File: config.mk
export PLATFORM = sky130hd
export DESIGN_NAME = cpa_trace_sequencer_flat
export DESIGN_NICKNAME = d
export VERILOG_FILES = /design/src/rtl/cpa_pkg.sv /design/src/rtl/cpa_trace_sequencer_if.sv /design/src/rtl/cpa_byte_serializer.sv /design/src/rtl/cpa_trace_sequencer.sv /design/src/flat_wrapper.sv
export SDC_FILE = /design/constraint.sdc
export NUM_CORES = 2
export LEC_CHECK = 0
export BUFFER_PORTS_ARGS = -buffer_cell sky130_fd_sc_hd__buf_2
export CAP_MARGIN = 20
export CORE_AREA = 2 2 266 268
export CTS_CLUSTER_SIZE = 14
export DETAILED_ROUTE_END_ITERATION = 8
export DIE_AREA = 0 0 268 270
export GPL_TIMING_DRIVEN = 0
export PLACE_DENSITY = 0.69
export SYNTH_ARGS = -nofsm -noshare
export SYNTH_HDL_FRONTEND = slang
export SYNTH_SLANG_ARGS = --single-unit
File: constraint.sdc
create_clock -name clk -period 21.1 [get_ports clk]
set_input_delay 4.22 -clock clk [delete_from_list [all_inputs] [get_ports clk]]
set_output_delay 4.22 -clock clk [all_outputs]
set_load 0.005 [all_outputs]
File: src/rtl/cpa_pkg.sv
// rtl/cpa_pkg.sv - shared types and frame constants for the CPA trace sequencer
package cpa_pkg;

  typedef enum logic [2:0] {
    IDLE,
    ADV,
    LATCH,
    START,
    WAIT,
    SEND,
    GAP
  } state_t;

  localparam int FRAME_BYTES = 32;
  localparam int BYTE_IDX_W  = 5;

endpackage

File: src/rtl/cpa_trace_sequencer_if.sv
// rtl/cpa_trace_sequencer_if.sv - AES core and UART TX byte-stream bus of the sequencer
interface cpa_trace_sequencer_if #(
  parameter int CYPHER_SIZE = 128
);
  logic [127:0]             aes_pt;
  logic [CYPHER_SIZE-1:0]   aes_key;
  logic                     aes_start;
  logic                     aes_done;
  logic [127:0]             aes_ct;
  logic [7:0]               tx_data;
  logic                     tx_valid;
  logic                     tx_ready;

  modport master (
    output aes_pt, aes_key, aes_start, tx_data, tx_valid,
    input  aes_done, aes_ct, tx_ready
  );

  modport slave (
    input  aes_pt, aes_key, aes_start, tx_data, tx_valid,
    output aes_done, aes_ct, tx_ready
  );
endinterface

File: src/rtl/cpa_byte_serializer.sv
// rtl/cpa_byte_serializer.sv - shifts a 256-bit PT/CT frame out MSB byte first over valid/ready
module cpa_byte_serializer
  import cpa_pkg::*;
(
  input  logic                      clk,
  input  logic                      reset,
  input  logic                      load_i,
  input  logic [FRAME_BYTES*8-1:0]  frame_i,
  output logic [7:0]                data_o,
  output logic                      valid_o,
  input  logic                      ready_i,
  output logic                      last_o
);

  logic [FRAME_BYTES*8-1:0] frame_q;
  logic [BYTE_IDX_W-1:0]    idx_q;
  logic                     valid_q;

  always_ff @(posedge clk or posedge reset) begin
    if (reset) begin
      frame_q <= '0;
      idx_q   <= '0;
      valid_q <= 1'b0;
    end else if (load_i) begin
      frame_q <= frame_i;
      idx_q   <= '0;
      valid_q <= 1'b1;
    end else if (valid_q && ready_i) begin
      // The frame is fully shifted out after the last byte, so tx_data idles at 0.
      frame_q <= frame_q << 8;
      idx_q   <= idx_q + 1'b1;
      if (idx_q == BYTE_IDX_W'(FRAME_BYTES - 1)) valid_q <= 1'b0;
    end
  end

  assign data_o  = frame_q[FRAME_BYTES*8-1 -: 8];
  assign valid_o = valid_q;
  assign last_o  = valid_q && (idx_q == BYTE_IDX_W'(FRAME_BYTES - 1));

endmodule

File: src/rtl/cpa_trace_sequencer.sv
// rtl/cpa_trace_sequencer.sv - per-trace sequencing: generator advance, AES start, scope trigger, UART frame
module cpa_trace_sequencer
  import cpa_pkg::*;
#(
  parameter int CYPHER_SIZE = 128,
  parameter int TRIG_CYCLES = 16,
  parameter int GAP_CYCLES  = 1000,
  parameter int TIMEOUT     = 4096,
  parameter int NUM_TRACES  = 0
) (
  input  logic                   clk,
  input  logic                   reset,
  input  logic                   run,
  output logic                   gen_ena,
  input  logic [127:0]           plainText,
  input  logic [CYPHER_SIZE-1:0] cypher_key,
  cpa_trace_sequencer_if.master  bus,
  output logic                   trigger,
  output logic [31:0]            trace_count,
  output logic                   busy,
  output logic                   timeout_err
);

  state_t                 state_q;
  logic                   gen_ena_q, aes_start_q, trigger_q, tmo_err_q, spent_q;
  logic [127:0]           pt_q;
  logic [CYPHER_SIZE-1:0] key_q;
  logic [31:0]            trig_cnt_q, tmo_cnt_q, gap_cnt_q, run_cnt_q, trace_cnt_q;
  logic                   load, last, frame_done, gap_last;

  assign load       = (state_q == WAIT) && bus.aes_done;
  assign frame_done = bus.tx_valid && bus.tx_ready && last;
  assign gap_last   = (GAP_CYCLES <= 1) || (gap_cnt_q == 32'(GAP_CYCLES - 1));

  // A limited run marks itself spent so a held-high run does not restart it; run=0 re-arms.
  always_ff @(posedge clk or posedge reset) begin
    if (reset) begin
      state_q     <= IDLE;
      gen_ena_q   <= 1'b0;
      aes_start_q <= 1'b0;
      trigger_q   <= 1'b0;
      tmo_err_q   <= 1'b0;
      spent_q     <= 1'b0;
      pt_q        <= '0;
      key_q       <= '0;
      trig_cnt_q  <= '0;
      tmo_cnt_q   <= '0;
      gap_cnt_q   <= '0;
      run_cnt_q   <= '0;
      trace_cnt_q <= '0;
    end else begin
      gen_ena_q   <= 1'b0;
      aes_start_q <= 1'b0;
      if (trigger_q) begin
        if (trig_cnt_q == '0) trigger_q <= 1'b0;
        else trig_cnt_q <= trig_cnt_q - 32'd1;
      end
      if (!run) spent_q <= 1'b0;

      case (state_q)
        IDLE: if (run && !spent_q) begin
          state_q   <= ADV;
          gen_ena_q <= 1'b1;
          run_cnt_q <= '0;
        end
        ADV: state_q <= LATCH;
        LATCH: begin
          pt_q        <= plainText;
          key_q       <= cypher_key;
          aes_start_q <= 1'b1;
          trigger_q   <= 1'b1;
          trig_cnt_q  <= 32'(TRIG_CYCLES - 1);
          state_q     <= START;
        end
        START: begin
          tmo_cnt_q <= '0;
          state_q   <= WAIT;
        end
        WAIT: begin
          if (bus.aes_done) begin
            state_q <= SEND;
          end else if (tmo_cnt_q == 32'(TIMEOUT - 1)) begin
            tmo_err_q <= 1'b1;
            trigger_q <= 1'b0;
            state_q   <= IDLE;
          end else begin
            tmo_cnt_q <= tmo_cnt_q + 32'd1;
          end
        end
        SEND: if (frame_done) begin
          state_q     <= GAP;
          gap_cnt_q   <= '0;
          trace_cnt_q <= trace_cnt_q + 32'd1;
          run_cnt_q   <= run_cnt_q + 32'd1;
        end
        GAP: begin
          if (gap_last) begin
            if (run && (NUM_TRACES == 0 || run_cnt_q < 32'(NUM_TRACES))) begin
              state_q   <= ADV;
              gen_ena_q <= 1'b1;
            end else begin
              state_q <= IDLE;
              spent_q <= run;
            end
          end else begin
            gap_cnt_q <= gap_cnt_q + 32'd1;
          end
        end
        default: state_q <= IDLE;
      endcase
    end
  end

  cpa_byte_serializer u_ser (
    .clk     (clk),
    .reset   (reset),
    .load_i  (load),
    .frame_i ({pt_q, bus.aes_ct}),
    .data_o  (bus.tx_data),
    .valid_o (bus.tx_valid),
    .ready_i (bus.tx_ready),
    .last_o  (last)
  );

  assign bus.aes_pt    = pt_q;
  assign bus.aes_key   = key_q;
  assign bus.aes_start = aes_start_q;
  assign gen_ena       = gen_ena_q;
  assign trigger       = trigger_q;
  assign trace_count   = trace_cnt_q;
  assign busy          = (state_q != IDLE);
  assign timeout_err   = tmo_err_q;

endmodule

File: src/flat_wrapper.sv
// flat-port wrapper written by rule: the top's interface ports become plain ports
module cpa_trace_sequencer_flat import cpa_pkg::*;
#(
  parameter int CYPHER_SIZE = 128,
  parameter int TRIG_CYCLES = 16,
  parameter int GAP_CYCLES  = 1000,
  parameter int TIMEOUT     = 4096,
  parameter int NUM_TRACES  = 0
)
  (clk, reset, run, gen_ena, plainText, cypher_key, trigger, trace_count, busy, timeout_err, bus_aes_pt, bus_aes_key, bus_aes_start, bus_tx_data, bus_tx_valid, bus_aes_done, bus_aes_ct, bus_tx_ready);
  cpa_trace_sequencer_if #(.CYPHER_SIZE(CYPHER_SIZE)) bus_i ();
  input  logic clk;
  input  logic reset;
  input  logic run;
  output logic gen_ena;
  input  logic [127:0] plainText;
  input  logic [CYPHER_SIZE-1:0] cypher_key;
  output logic trigger;
  output logic [31:0] trace_count;
  output logic busy;
  output logic timeout_err;
  output wire logic [$bits(bus_i.aes_pt)-1:0] bus_aes_pt;
  output wire logic [$bits(bus_i.aes_key)-1:0] bus_aes_key;
  output wire logic [$bits(bus_i.aes_start)-1:0] bus_aes_start;
  output wire logic [$bits(bus_i.tx_data)-1:0] bus_tx_data;
  output wire logic [$bits(bus_i.tx_valid)-1:0] bus_tx_valid;
  input wire logic [$bits(bus_i.aes_done)-1:0] bus_aes_done;
  input wire logic [$bits(bus_i.aes_ct)-1:0] bus_aes_ct;
  input wire logic [$bits(bus_i.tx_ready)-1:0] bus_tx_ready;
  assign bus_aes_pt = bus_i.aes_pt;
  assign bus_aes_key = bus_i.aes_key;
  assign bus_aes_start = bus_i.aes_start;
  assign bus_tx_data = bus_i.tx_data;
  assign bus_tx_valid = bus_i.tx_valid;
  assign bus_i.aes_done = bus_aes_done;
  assign bus_i.aes_ct = bus_aes_ct;
  assign bus_i.tx_ready = bus_tx_ready;
  cpa_trace_sequencer #(.CYPHER_SIZE(CYPHER_SIZE), .TRIG_CYCLES(TRIG_CYCLES), .GAP_CYCLES(GAP_CYCLES), .TIMEOUT(TIMEOUT), .NUM_TRACES(NUM_TRACES)) u_core (.clk(clk), .reset(reset), .run(run), .gen_ena(gen_ena), .plainText(plainText), .cypher_key(cypher_key), .bus(bus_i), .trigger(trigger), .trace_count(trace_count), .busy(busy), .timeout_err(timeout_err));
endmodule
-- Word-level counts from Yosys, hierarchy flattened
Index checks and enable logic that the tools add are counted.
- eq/ne operators: 17
- add/sub/neg operators: 5
- muxes and demuxes: 37
- bitwise operators: 1
- reduce and logical (&&, ||, !) cells: 21
- operator list (cell ; number):
    $mux 256 ; 2
    $mux 32 ; 7
    $pmux 32 s2 ; 2
    $add 32x1->32 const B ; 3
    $eq 32x10->1 const B ; 1
    $eq 32x12->1 const B ; 1
    $logic_not 32->1 ; 1
    $sub 32x1->32 const B ; 1
    $pmux 3 s7 ; 1
    $mux 1 ; 16
    $mux 3 ; 5
    $mux 5 ; 2
    $reduce_bool 2->1 ; 5
    $eq 3x3->1 const B ; 3
    $reduce_and 3->1 ; 3
    $ne 2x2->1 const B ; 4
    $eq 3x2->1 const B ; 2
    $ne 2x1->1 const B ; 3
    $reduce_and 2->1 ; 3
    $add 5x1->5 const B ; 1
    $eq 5x5->1 const B ; 1
    $logic_and 1x1->1 ; 5
    $pmux 1 s2 ; 2
    $reduce_and 4->1 ; 1
    6 further kinds ; 6
- output and inout bits: 302
- register bits: 654
- word-level logic and storage cells: 96
- input bits: 389

-- Longest topological paths before layout
- word-level depth: 6
- depth in mapped cells: 9
- depth with buffers taken out: 8

-- By module
From an unflattened synthesis, not the netlist that was laid out.
- cells, all modules: 2977
- area total of the unflattened synthesis: 28616.2 um2
- modules (own cells, without submodules) (module ; instances ; cells an instance ; area each (um2) ; seq. area each (um2)):
    cpa_trace_sequencer ; 1 ; 1829 ; 16584.7 ; 9809.4
    cpa_byte_serializer ; 1 ; 1148 ; 12031.5 ; 6556.3

-- Worst setup path before layout
OpenSTA, ideal clock, no wires.
- path type: input port to flip-flop
- start point: in bus_aes_done
- end point: reg u_core.tmo_cnt_q[23]
- slack: 15.104 ns
- setup time: 0.139 ns
- required time: 20.961 ns
- buffers on the path: 3
- arrival: 5.857 ns
- cell stages on the path: 7
- path through: or4b_1 > clkbuf_1 > a31o_2 > clkbuf_1 > buf_2 > o41ai_1 > a21oi_1
- longest elaborated chain between the ends: 2
- RTL lines (item ; line ; RTL):
    start: declaration ; flat_wrapper.sv:27 ; input wire logic [$bits(bus_i.aes_done)-1:0] bus_aes_done;
    $ne 2x2->1 (no source line) ; -- ;
    $reduce_and 3->1 (no source line) ; -- ;
    end signal: assignment ; cpa_trace_sequencer.sv:87 ; tmo_cnt_q <= tmo_cnt_q + 32'd1;
    end: declaration ; cpa_trace_sequencer.sv:28 ; logic [31:0] trig_cnt_q, tmo_cnt_q, gap_cnt_q, run_cnt_q, trace_cnt_q;
Every way passes these cells.
A chain may end at the register's enable or synchronous reset.

-- Final worst setup path
- start point: in bus_aes_done
- end point: reg u_core.u_ser.frame_q[51]
- longest elaborated chain between the ends: 2
- elaborated cells on any way between the ends: 3
- classes of those cells: mux (1); reduce/logical (2)
- RTL lines (item ; line ; RTL):
    $logic_and 1x1->1 (*) ; cpa_trace_sequencer.sv:31 ; assign load = (state_q == WAIT) && bus.aes_done;
    $mux 256 or $reduce_bool 2->1 (tied branches) ; -- ;
    end signal: assignment ; cpa_byte_serializer.sv:25 ; frame_q <= frame_i;
    end signal: assignment ; cpa_byte_serializer.sv:30 ; frame_q <= frame_q << 8;
    end: declaration ; cpa_byte_serializer.sv:15 ; logic [FRAME_BYTES*8-1:0] frame_q;
Every way passes the cells marked *; elsewhere a longest branch is shown, timed or not.

==> impl_metrics.ini <==
[sta]
fin_skew_ns = 0.0200
worst_pin_slew_ns = 1.01
max_slew_margin_pct = 33.0
slew_violations = 0
period_needed_ns = 6.58
finalHoldViolCount = 0
finalSetupViolations = 0
max_freq_mhz = 152
setup_tns_ns = 0
fin_crit_sh_pct = 31.2
rsz0062_at_grt = false

[placement]
hpwl_um = 73300
routabilityCongestion = 0.916
io_buffer_count = 690

[setup_path]
crit_path_end_kind = register
worst_path_max_delay_cell = clkbuf_1
worst-endpoint-required_ns = 21.62
cp.arrival_ns = 7.10
worstPathCellList = buf_2 > and3_1 > clkbuf_1 > clkbuf_1 > clkbuf_1 > clkbuf_1 > nand2_1 > o21ai_0
critPathMaxStageDelay_ns = 0.69
crit_top_cell = clkbuf_1
r2r_cells = 9
cp-start-kind = input port
critPathKind = input port to register
worst-path-max-fanout = 10

[cts]
cts_resized = 0
clk_pin_slew_worst_paths_ns = 0.06
cts_buffers = 74
root_buffer = clkbuf_16
cts_hold_buffers = 0
clk_path_buf_depth = 3
tritoncts = built
cts.sinks = 654
cts_htree_levels = 3
cts_setup_buffers = 0
worstSkewPairLatency_ns = 0.61

[route]
wire_per_inst_um = 20.3
firstDrtPassIters = 7
vias = 24500
drcViolationCount = 0
antenna_left = 0
wirelength_um = 96500
drt-initial-drc-count = 1747
viasPerCell = 5.17

[cells_and_area]
nNetsFinal = 4134
drive_gt1_share_pct = 22.9
final_common_cell = nand2_1
syn_to_final_growth_pct = 27.5
layout_common_cells = nand2_1, buf_2, dfrtp_1

[power]
combPwrFrac_pct = 30.4
power_density_mw_per_mm2 = 146
power.internal_uw = 3330
p_seq_share_pct = 42.4
vdd_drop_max_mv = 0.0931
report.power.total_uw = 5270
power.clock.fraction_pct = 27.2
p_sw_uw = 1950
netSwitchingFraction_pct = 36.9
power_leakage_uw = 0.0181

[yosys]
yosysSeqAreaShare_pct = 57.8
synth.area.top_cells = dfrtp_1, nand2_1, mux2i_1
synth_edf_count = 0
synth_cell_type_count = 53
ys_ff_latch = 654
syn_inst = 2952
synthFlopType = dfrtp_1
synthArstFlopShare_pct = 100
netlist.area_leader.share_pct = 57.8
synthesis.area_mm2 = 0.0283
synth_area_per_cell_um2 = 9.60
synth_nets = 3348
yosysWarnings = 0
synth_top_area_cell = dfrtp_1

[die]
fp.dieH_um = 270
start_util_pct = 40.7
die_w_um = 268
die-area_mm2 = 0.0724
io_pins = 691
core_mm2 = 0.0695
num_rows = 97

[worst_hold_path]
hold_class = register to register
hold_depth = 2

[grt]
antenna_found_initial = 33
grt_max_degree = 44
gr-usage-all-layers_pct = 26.4
grt_pass1_wl_um = 146000
overflow = 0
first_global_vias = 24500

[run_status]
status = finished clean

[run]
maxCapViolations = 0
-- through the flow --
stage / utilization, % / cell area, µm² / setup slack [ns] / instances / hold WS (ns)
finish: 52.0 / 36100 / 14.52 / 4749 / 0.467
global route: 51.9 / 36100 / 14.33 / 4746 / 0.489
CTS: 51.9 / 36100 / 14.40 / 4737 / 0.472
detailed placement: 48.0 / 33400 / 13.77 / 4602 / 0.456
global placement: 47.4 / 33000 / 3.94 / 4582 / 0.453
floorplan: - / 28300 / 7.94 / 2952 / 0.448
-- sequential cells by signal, indices dropped and copies added (netlist names) --
name	flops
u_core.bus.aes_key	128
u_core.bus.aes_pt	128
u_core.bus.aes_start	1
u_core.gap_cnt_q	32
u_core.gen_ena	1
u_core.spent_q	1
u_core.state_q	3
u_core.timeout_err	1
u_core.tmo_cnt_q	32
u_core.trace_count	32
u_core.trig_cnt_q	32
u_core.trigger	1
u_core.u_ser.frame_q	256
u_core.u_ser.idx_q	5
u_core.u_ser.valid_o	1
-- final cells by class --
type | instances | area (µm²)
fill | 6425 | 33400
sequential | 654 | 16400
multi-input combinational | 2098 | 11200
timing repair buffer | 710 | 3850
clock buffer | 102 | 2190
tap | 940 | 1180
buffer | 187 | 748
clock inverter | 33 | 542
inverter | 13 | 52.6
antenna | 12 | 30.0
-- worst max-delay path, delay by kind of cell --
family / cells / cell delay [ns]
AOI/OAI and AO/OA: 1 / 0.11
buffers and inverters: 5 / 2.39
and+or+nand+nor: 2 / 0.36
-- path summary, 6_finish.rpt --
path / from / to / slack [ns]
min in group asynchronous: reset / u_core.bus.aes_key[75] / 3.74
max in group asynchronous: reset / u_core.bus.aes_pt[108] / 15.88
setup / recovery: bus_aes_done / u_core.u_ser.frame_q[51] / 14.52
hold reg to reg: u_core.bus.aes_key[119] / u_core.bus.aes_key[119] / 0.47
hold / removal: u_core.bus.aes_key[119] / u_core.bus.aes_key[119] / 0.47
setup reg to reg: u_core.state_q[0] / u_core.u_ser.frame_q[51] / 17.42
-- power by group through the flow --
stage / combinational [µW] / sequential, µW / clock (µW)
final: 1600 / 2240 / 1440
after floorplan: 944 / 2100 / 0
after global routing: 1810 / 2290 / 1510
after detailed placement: 1600 / 2230 / 0
after global placement: 1550 / 2240 / 0
after CTS: 1610 / 2230 / 1460
-- per-layer routing --
layer  track usage [%]  vias to the layer above  share of wire (%)
met2              43.2                      872                 48
met3              5.42                      214                6.6
met5                 0                        -               0.10
met1              34.4                    12000                 42
met4              9.81                       14                3.5
li1                  -                    11400                  -
-- cell usage after synthesis (3+ instances only) --
cell type	instances
a311oi_1	3
a21oi_1	38
nor2b_1	4
nand2_1	1096
nand3_1	38
buf_1	6
buf_2	7
buf_4	10
o21ai_0	280
nor2_1	66
and2_1	8
xor2_1	24
clkbuf_1	164
o211ai_1	10
nand2b_1	5
o21ai_1	4
dfrtp_1	654
and4_1	13
o31ai_1	17
nor4b_1	5
nor3_1	13
mux2i_1	260
nor4_1	25
xnor2_1	46
nand4_1	33
or2_2	5
or4_1	19
or3_1	30
and3_1	19
inv_1	12
ha_1	7
-- logic make-up (layout without fill, tap and decap cells) --
logic type	count (synthesis)	after routing	share of synthesized area [%]
compound gates	370	370	7.10
xor+xnor	70	70	2.16
fa+ha+maj	7	7	0.309
buf+inv	200	1045	2.81
flops	654	654	57.8
mux	261	261	9.22
other cells	0	12	0
simple gates	1390	1390	20.6
No activity file was read; power rests on OpenSTA's default activity.
